`src/rtl/ft600_bus_sched.sv`:
```
// ft600_bus_sched: FT600 245-mode bus scheduler arbitrating read/write bursts on a shared AD bus
module ft600_bus_sched #(
  parameter int BURST_MAX = 64
) (
  input  logic        CLK,
  input  logic        nRST,
  input  logic        usb_rxf,
  input  logic        usb_txe,
  output logic        usb_rd_n,
  output logic        usb_wr_n,
  output logic        usb_oe_n,
  input  logic [15:0] usb_ad_i,
  output logic [15:0] usb_ad_o,
  output logic        usb_ad_t,
  input  logic        txenq__ENA,
  input  logic [15:0] txenq_v,
  output logic        txenq__RDY,
  output logic        rxenq__ENA,
  output logic [15:0] rxenq_v,
  input  logic        rxenq__RDY,
  output logic [31:0] rdWords,
  output logic [31:0] wrWords,
  output logic        busy
);
  typedef enum logic [2:0] {IDLE, RD_OE, RD_BURST, WR_BURST, TURN} state_t;
  state_t state, nxt;
  logic last_wr;
  logic [10:0] cnt;
  logic cnt_ok, rd_req, wr_req, tx_take;
  assign cnt_ok = cnt < 11'(BURST_MAX);
  assign rd_req = !usb_rxf && rxenq__RDY;
  assign wr_req = !usb_txe && txenq__ENA;
  assign tx_take = txenq__ENA && txenq__RDY;
  assign rxenq_v = usb_ad_i;
  assign busy = state != IDLE;
  always_comb begin
    nxt = state;
    usb_rd_n = 1'b1;
    usb_wr_n = 1'b1;
    usb_oe_n = 1'b1;
    usb_ad_t = 1'b1;
    usb_ad_o = '0;
    txenq__RDY = 1'b0;
    rxenq__ENA = 1'b0;
    case (state)
      IDLE: nxt = (rd_req && (!wr_req || last_wr)) ? RD_OE : wr_req ? WR_BURST : IDLE;
      RD_OE: begin
        usb_oe_n = 1'b0;
        nxt = RD_BURST;
      end
      RD_BURST: begin
        usb_oe_n = 1'b0;
        usb_rd_n = !(rxenq__RDY && !usb_rxf && cnt_ok);
        rxenq__ENA = !usb_rd_n && !usb_rxf;
        nxt = usb_rd_n ? TURN : RD_BURST;
      end
      WR_BURST: begin
        usb_ad_t = 1'b0;
        txenq__RDY = !usb_txe && cnt_ok;
        usb_wr_n = !(txenq__ENA && txenq__RDY);
        usb_ad_o = txenq_v;
        nxt = usb_wr_n ? TURN : WR_BURST;
      end
      default: nxt = IDLE;
    endcase
  end
  always_ff @(posedge CLK) begin
    if (!nRST) begin
      state <= IDLE;
      last_wr <= 1'b1;
      cnt <= '0;
      rdWords <= '0;
      wrWords <= '0;
    end else begin
      state <= nxt;
      if (state == IDLE && nxt != IDLE) last_wr <= nxt == WR_BURST;
      cnt <= state == IDLE ? '0 : cnt + 11'(rxenq__ENA || tx_take);
      rdWords <= rdWords + 32'(rxenq__ENA);
      wrWords <= wrWords + 32'(tx_take);
    end
  end
endmodule

```
`config.mk`:
```
export PLATFORM = sky130hd
export DESIGN_NAME = ft600_bus_sched
export DESIGN_NICKNAME = d
export VERILOG_FILES = /design/src/rtl/ft600_bus_sched.sv
export SDC_FILE = /design/constraint.sdc
export NUM_CORES = 1
export LEC_CHECK = 0
export CAP_MARGIN = 10
export CORE_MARGIN = 2
export CORE_UTILIZATION = 45
export CTS_CLUSTER_SIZE = 30
export DETAILED_ROUTE_END_ITERATION = 10
export GPL_TIMING_DRIVEN = 0
export PLACE_DENSITY = 0.76
export SYNTH_ARGS = -nofsm -noshare
export SYNTH_HDL_FRONTEND = slang
export SYNTH_SLANG_ARGS = --single-unit
```
`constraint.sdc`:
```
create_clock -name CLK -period 4.3 [get_ports CLK]
set_input_delay 0.43 -clock CLK [delete_from_list [all_inputs] [get_ports CLK]]
set_output_delay 0.43 -clock CLK [all_outputs]
set_load 0.05 [all_outputs]
```
== Word-level counts from Yosys, hierarchy flattened ==
Cells that the tools add are included.
Cells by class
  add/sub/neg operators: 3
  reduce and logical (&&, ||, !) cells: 21
  shift operators: 0
  div/mod/pow operators: 0
  order comparisons: 1
  multipliers: 0
  bitwise operators: 1
  muxes and demuxes: 12
  equal/unequal tests: 4
Operator list (number)
  adder 32 x 1 -> 32 bit: 2
  two-way mux 16 bit: 1
  case mux 3 bit (4 select lines): 1
  adder 11 x 1 -> 11 bit: 1
  less-than comparator 11 x 7 -> 1 bit, second input constant: 1
  equality test 3 x 2 -> 1 bit, second input constant: 3
  logical AND 1 bit: 9
  two-way mux 1 bit: 6
  two-way mux 3 bit: 2
  nonzero test 3 bit: 2
  logical NOT 1 bit: 5
  two-way mux 2 bit: 2
  OR reduction 2 bit: 2
  equality test 3 x 1 -> 1 bit, second input constant: 1
  logical NOT 3 bit: 1
  logical OR 1 bit: 2
  NOT 1 bit: 1
Storage, ports and cells
  output and inout bits: 103
  memory bits (read-only): 0
  memories kept: 0
  word-level logic and storage cells: 47
  input bits: 38
  register bits: 79
  latch bits: 0
  bits in writable memories: 0

== Depth between registers and ports, before layout ==
Gate-level depths: netlist (run 1).
  depth after elaboration: 9
  mapped depth: 13
  mapped depth without buffers: 10

== Worst setup path before layout (run 1) ==
No wires, ideal clock.
  path kind: flip-flop to flip-flop
  from: register cnt[8]
  to: register rdWords[24]
  cell stages (with the launch flop): 13
  period minus slack after synthesis: 3.849 ns
  setup slack: 0.451 ns
  data arrival time: 3.778 ns
  cell sequence: dfxtp_1 -> or4_1 -> nor2_1 -> nand3_1 -> inv_1 -> ha_1 -> ha_1 -> nand4_1 -> or3_1 -> clkbuf_1 -> clkbuf_1 -> or3_1 -> a21oi_1
On the way
  longest elaborated chain between the ends: 5
RTL lines
  start, declared: line 28  | logic [10:0] cnt;
  start signal, assigned: line 77  | cnt <= state == IDLE ? '0 : cnt + 11'(rxenq__ENA || tx_take);
  less-than comparator 11 x 7 -> 1 bit: line 30  | assign cnt_ok = cnt < 11'(BURST_MAX);
  logical AND 1 bit: line 53  | usb_rd_n = !(rxenq__RDY && !usb_rxf && cnt_ok);
  logical AND 1 bit: line 54  | rxenq__ENA = !usb_rd_n && !usb_rxf;
  two-way mux 1 bit: line 45  | case (state)
  named net rxenq__ENA: line 18  | output logic rxenq__ENA,
  adder 32 x 1 -> 32 bit: line 78  | rdWords <= rdWords + 32'(rxenq__ENA);
  end signal, assigned: line 78
  end, declared: line 21  | output logic [31:0] rdWords,
The timed path passes the listed nets, and every way through them passes these cells.
A chain may end at the register's enable or synchronous reset.

== Worst setup path after layout (run 1) ==
  from: register state[1]
  to: register wrWords[18]
On the way
  longest elaborated chain between the ends: 4
RTL lines
  start, declared: line 26  | state_t state, nxt;
  start signal, assigned: line 75  | state <= nxt;
  equality test 3 x 2 -> 1 bit: line 45
  two-way mux 1 bit: line 45
  logical AND 1 bit: line 33  | assign tx_take = txenq__ENA && txenq__RDY;
  adder 32 x 1 -> 32 bit: line 79  | wrWords <= wrWords + 32'(tx_take);
  end signal, assigned: line 79
  end, declared: line 22  | output logic [31:0] wrWords,
Every way passes these cells.

==> qor.yml, run 1 <==
outcome: "finished, final reports clean"
min_from: "state[2]$_SDFF_PN0_"
syn_inst: 463
rsz0062_at_grt: "no"
synth_area_leader_cell: "dfxtp_1"
finalPower_mw: 1.47
synth_area_leaders: "dfxtp_1 40%, a21oi_1 4.7%, or4_1 4.4%"
utilization_pct: 64.3
met1_usage_pct: 26.4
avgViaCountPerCell: 5.56
slew_headroom_pct: 40.7
ys_seq_elements: 79
htreeDepth: 3
worst-path-max-fanout: 10
vdd_drop_max_uv: 158
dpl.hpwl_um: 7400
worst_pin_slew_ns: 0.881
yosysTopAreaCellShare_pct: 40.5
min_path_cells: 1
root_buffer: "clkbuf_8"
worst_setup_path_start_kind: "register"
max_cap_violations: 0
ys_seq_area_share_pct: 40.5
place.gp.congestion: 0.858
portBuffers: 124
cp_slowest_cell: "or4_4"
fp-row-count: 34
max_stage_delay_ns: 0.60
grt_max_degree: 14
cp.arrival_ns: 3.96
path_class: "register to register"
netlist_area_um2: 3910
antenna_found_initial: 0
initial_core_util_pct: 45.7
drc_errors: 0
min_to: "state[1]$_SDFF_PN0_"
tns_ns: 0
r2r_cells: 12
die_h_um: 97.2
worst_skew_pair.late_latency_ns: 0.35
timing.rr.start: "state[1]$_SDFF_PN0_"
cts_num_sinks: 79
synth-main-ff-cell: "dfxtp_1"
syn2layout_area_growth_pct: 40.7
grt-ovfl-total: 0
final_nets: 642
ys_warn_count: 0
p_per_area_nw_per_um2: 267
busiest_layer: "met2"
drt_iter0_drc: 158
clk_pin_slew_ns: 0.08
final_cell_mix: "124 x clkdlybuf4s50_1, 79 x dfxtp_1, 37 x a21oi_1"
cp_cell_sequence: "nor2b_1 > clkbuf_1 > nand2_1 > nor4_2 > ha_1 > buf_2 > nand3_1 > or4_4 > clkbuf_1 > clkbuf_1 > o21ai_0 > a21oi_1"
die_w_um: 97.2
reg2reg_slack_ns: 0.55
layout_commonest_cell: "clkdlybuf4s50_1"
grt_util_met3_pct: 4.60
post-route-period-util_pct: 87.1
hold_violations: 0
antenna-diode-count: 0
core_um2: 8550
cts_made_buffers: 9
syn_avg_cell_area_um2: 8.44
cts_hold_buf: 0
synth_cell_types: 39
worst_path_most_repeated_cell: "clkbuf_1"
max_clock_freq_ghz: 0.267
drive_above_1_share_pct: 6.63
firstDrtPassIters: 5
cts_tree: "built"
p_leak_nw: 1.88
n_fill_cell: 733
crit_path_end_kind: "register"
timing.hold.ws_ns: 0.494
grt_pass1_vias: 3801
dieArea_um2: 9450
grt.total_usage_pct: 21.1
vias: 3951
slew_violations: 0
synth-edff-count: 0
wire_per_inst_um: 14.1
pin_count: 141
r2r_end: "wrWords[18]$_SDFF_PN0_"
finalCriticalPeriod_ns: 3.75
post-cts-setup-buffer-count: 0
holdCritPathClass: "register to register"
clock_skew_ns: 0.0157
syn_nets: 507
clockBufferDepth: 2
setup_viol: 0
grt_use_met2_pct: 36.7
drt.antenna.violating_nets: 0
routed_wl_um: 10000
grt_pass1_wl_um: 17100
async_reset_ff_share_pct: 0
critPathRequiredTime_ns: 4.52
[worst max path at each step]
stage / start / end / slack [ns] / cells past startpoint
2_1_floorplan: cnt[8]$_SDFF_PP0_ / rdWords[24]$_SDFF_PN0_ / 0.45 / 12
3_3_place_gp: state[1]$_SDFF_PN0_ / wrWords[26]$_SDFF_PN0_ / 0.42 / 12
3_5_place_dp: state[1]$_SDFF_PN0_ / wrWords[19]$_SDFF_PN0_ / 0.36 / 12
4_1_cts: state[1]$_SDFF_PN0_ / wrWords[19]$_SDFF_PN0_ / 0.32 / 12
5_1_grt: state[1]$_SDFF_PN0_ / wrWords[24]$_SDFF_PN0_ / 0.18 / 12
6_report: state[1]$_SDFF_PN0_ / wrWords[18]$_SDFF_PN0_ / 0.55 / 12
[report_power, final]
group	switching, mW	internal [mW]
Combinational	0.0949	0.0611
Sequential	0.00385	0.734
Clock	0.271	0.301
[flip-flops by register name (all words and copies together) (netlist names)]
| signal | count |
|---|---|
| cnt | 11 |
| last_wr | 1 |
| rdWords | 32 |
| state | 3 |
| wrWords | 32 |
[cells in the mapped netlist, types with 4 or more instances]
library cell and instances:
and2_1 6, dfxtp_1 79, or3_1 16, nand2b_1 5
xnor2_1 14, clkbuf_1 18, xor2_1 18, nor4_1 9
or4_1 23, o31ai_1 19, and4_1 10, ha_1 6
nand4_1 23, nand3_1 19, a21oi_1 37, inv_1 14
nor3_1 4, nand2_1 31, o21ai_0 17, buf_4 16
nor2_1 35, and3_1 21
[final cells by class]
cell class | instances | area [µm²] | share of cell area (%)
Multi-Input combinational cell | 332 | 2070 | 37.6
Sequential cell | 79 | 1580 | 28.8
Timing Repair Buffer | 124 | 1240 | 22.6
Buffer | 37 | 209 | 3.80
Clock buffer | 12 | 155 | 2.82
Tap cell | 108 | 135 | 2.46
Inverter | 15 | 56.3 | 1.02
Clock inverter | 4 | 53.8 | 0.978
[critical path, delay by kind of cell (launching register included)]
kind	cells	cell delay (ns)
AO/OA/AOI/OAI	2	0.36
buffers and inverters	4	1.02
AND/OR/NAND/NOR	5	1.57
flip-flops	1	0.44
adder cells (fa/ha/maj)	1	0.23
[layer usage]
layer  part of all wire, %  vias up
met2                    49      131
met4                  0.93        0
li1                      -     1954
met1                    44     1855
met5                     0        -
met3                   6.3       11
[kinds of logic after synthesis]
family / after synthesis / share of synthesized area, %
AND/OR/NAND/NOR: 212 / 31.1
AO/OA/AOI/OAI: 80 / 12.0
flip-flops: 79 / 40.5
buffers and inverters: 52 / 6.79
XOR/XNOR: 32 / 7.17
adder cells (fa/ha/maj): 6 / 1.92
multiplexers: 2 / 0.512
[per-stage QoR]
| step | instances | setup WS (ns) | instance area, µm² |
|---|---|---|---|
| finish | 711 | 0.553 | 5500 |
| floorplan | 463 | 0.451 | 3910 |
| global placement | 695 | 0.419 | 5290 |
| global route | 711 | 0.184 | 5500 |
| detailed placement | 695 | 0.361 | 5290 |
| CTS | 711 | 0.320 | 5490 |
[what timing repair did]
item,in CTS,in global routing
endpoints found under the setup margin,0,6
hold endpoints to repair,0,0
resized for setup,0,1
No activity file was read; power rests on OpenSTA's default activity.
==> run 2: changes to the inputs <==
--- a/config.mk
+++ b/config.mk
@@ -6,8 +6,10 @@
 export NUM_CORES = 1
 export LEC_CHECK = 0
 export CAP_MARGIN = 10
+export CELL_PAD_IN_SITES_DETAIL_PLACEMENT = 0
+export CELL_PAD_IN_SITES_GLOBAL_PLACEMENT = 1
 export CORE_MARGIN = 2
-export CORE_UTILIZATION = 45
+export CORE_UTILIZATION = 32
 export CTS_CLUSTER_SIZE = 30
 export DETAILED_ROUTE_END_ITERATION = 10
 export GPL_TIMING_DRIVEN = 0
==> qor.yml, run 2 (synthesis gave the netlist of run 1 again) <==
outcome: "finished, final reports clean"
finalPower_mw: 1.58  # +7.8%
timing.hold.ws_ns: 0.487  # -0.00717 ns
largestRegisters: "rdWords x32, wrWords x32, cnt x11"
die_h_um: 115  # +18%
grt-ovfl-total: 0  # unchanged
dieArea_um2: 13100  # +39%
reg2reg_slack_ns: 0.46  # -0.09 ns
grt_pass1_wl_um: 17200  # +0.61%
die_w_um: 115  # +18%
initial_core_util_pct: 32.7  # -13 points
cts_made_buffers: 9  # unchanged
antenna_found_initial: 0  # unchanged
core_um2: 12000  # +40%
crit_path_end_kind: "register"
worst-path-max-fanout: 10  # unchanged
clock_skew_ns: 0.00599  # -0.00968 ns
drive_above_1_share_pct: 6.63  # unchanged
critPathRequiredTime_ns: 4.48  # -0.04 ns
holdCritPathClass: "register to register"
p_per_area_nw_per_um2: 282  # +5.8%
r2r_end: "wrWords[19]$_SDFF_PN0_"
max_clock_freq_ghz: 0.261  # -2.3%
tns_ns: 0  # unchanged
worst_path_most_repeated_cell: "clkbuf_1"
cts_num_sinks: 79  # unchanged
setup_viol: 0  # unchanged
final_cell_mix: "124 x clkdlybuf4s50_1, 79 x dfxtp_1, 37 x a21oi_1"
final_nets: 642  # unchanged
syn2layout_area_growth_pct: 43.4
wl_met1_um: 5040  # +14%
post-route-period-util_pct: 89.2  # +2.1 points
cp.arrival_ns: 4.02  # +0.06 ns
min_path_cells: 2  # +1
slew_headroom_pct: 54.1  # +13 points
top_layer_used: "met4"
wire_per_inst_um: 14.0  # -0.59%
routed_wl_um: 10500  # +4.9%
r2r_cells: 12  # unchanged
place_area_um2: 5330  # +0.92%
wl_met3_um: 588  # -6.5%
vdd_drop_max_uv: 155  # -2.1%
max_cap_violations: 0  # unchanged
worst_pin_slew_ns: 0.683  # -0.198 ns
finalInstanceArea_um2: 5610  # +1.9%
clk_pin_slew_ns: 0.06  # -0.02 ns
portBuffers: 124  # unchanged
grt.total_usage_pct: 16.2  # -5.0 points
avgViaCountPerCell: 5.19  # -6.5%
grt_max_degree: 14  # unchanged
rsz0062_at_grt: "no"
timing.rr.start: "state[1]$_SDFF_PN0_"
cts_hold_buf: 0  # unchanged
worst_skew_pair.late_latency_ns: 0.33  # -0.02 ns
min_to: "wrWords[31]$_SDFF_PN0_"
worst_setup_path_start_kind: "register"
path_class: "register to register"
placedCellCount: 734  # +5.6%
place.gp.congestion: 0.780  # -9.1%
hold_violations: 0  # unchanged
fp-row-count: 40  # +18%
cp_slowest_cell: "or4_4"
slew_violations: 0  # unchanged
htreeDepth: 3  # unchanged
max_stage_delay_ns: 0.61  # about the same
firstDrtPassIters: 4  # -1
dpl.hpwl_um: 7860  # +6.3%
grt_pass1_vias: 3667  # -3.5%
antenna-diode-count: 0  # unchanged
clockBufferDepth: 2  # unchanged
p_leak_nw: 1.92  # +2.0%
drt.antenna.violating_nets: 0  # unchanged
drt_iter0_drc: 218  # +38%
layout_commonest_cell: "clkdlybuf4s50_1"
cts_tree: "built"
cp_cell_sequence: "nor2b_1 > clkbuf_1 > nand2_1 > nor4_2 > ha_1 > buf_2 > nand3_1 > or4_4 > clkbuf_1 > clkbuf_1 > o31ai_1 > a21oi_1"
pin_count: 141  # unchanged
drc_errors: 0  # unchanged
root_buffer: "clkbuf_16"
final_cells: 750  # +5.5%
cts_resized: 0  # unchanged
min_from: "wrWords[31]$_SDFF_PN0_"
finalCriticalPeriod_ns: 3.84  # +0.0893 ns
wl_met2_um: 4860  # -0.88%
vias: 3895  # -1.4%
post-cts-setup-buffer-count: 0  # unchanged
[run 2: changes by cell type in the layout (fill, tap and decap cells not counted), sizes merged]
cell      previous run  this run
clkinv               2         7
clkbuf              31        29
clkinvlp             2         0
bufinv               1         0
[run 2: through the flow]
step                setup WS [ns]  utilization [%]
floorplan                   0.451                -
global placement            0.255             44.6
detailed placement          0.220             44.6
CTS                         0.181             46.8
global route               0.0301             46.9
finish                      0.464             46.9
[run 2: area by class of cell]
cell class / instances / area [µm²]
Sequential cell: 79 / 1580
Clock buffer: 10 / 229
Inverter: 15 / 56.3
Fill cell: 1161 / 6350
Buffer: 37 / 209
Timing Repair Buffer: 124 / 1240
Tap cell: 147 / 184
Multi-Input combinational cell: 332 / 2070
Clock inverter: 6 / 37.5
[run 2: worst max-delay path by stage]
stage,startpoint,end,slack [ns],cells past startpoint
floorplan,cnt[8]$_SDFF_PP0_,rdWords[24]$_SDFF_PN0_,0.45,12
global placement,state[1]$_SDFF_PN0_,wrWords[26]$_SDFF_PN0_,0.25,12
detailed placement,state[1]$_SDFF_PN0_,wrWords[19]$_SDFF_PN0_,0.22,12
CTS,state[1]$_SDFF_PN0_,wrWords[19]$_SDFF_PN0_,0.18,12
global route,state[1]$_SDFF_PN0_,wrWords[23]$_SDFF_PN0_,0.03,12
finish,state[1]$_SDFF_PN0_,wrWords[19]$_SDFF_PN0_,0.46,12
[run 2: worst max-delay path, delay by kind of cell (launching register included)]
kind	cells	cell delay, ns
and+or+nand+nor	5	1.64
DFF	1	0.42
buffers and inverters	4	1.02
adders and majority gates	1	0.24
AOI/OAI and AO/OA	2	0.36
[run 2: layer usage]
layer	vias up	global-route usage (%)
li1	1952	-
met1	1835	21.0
met2	104	26.5
met3	4	5.08
met4	0	3.17
met5	-	0
[run 2: power by group]
| part | switching (mW) | total, mW | internal, mW | leakage (nW) |
|---|---|---|---|---|
| registers | 0.00355 | 0.739 | 0.735 | 0.637 |
| clock network | 0.297 | 0.686 | 0.389 | 0.136 |
| logic | 0.0957 | 0.157 | 0.0611 | 1.14 |
| total | 0.396 | 1.58 | 1.19 | 1.92 |
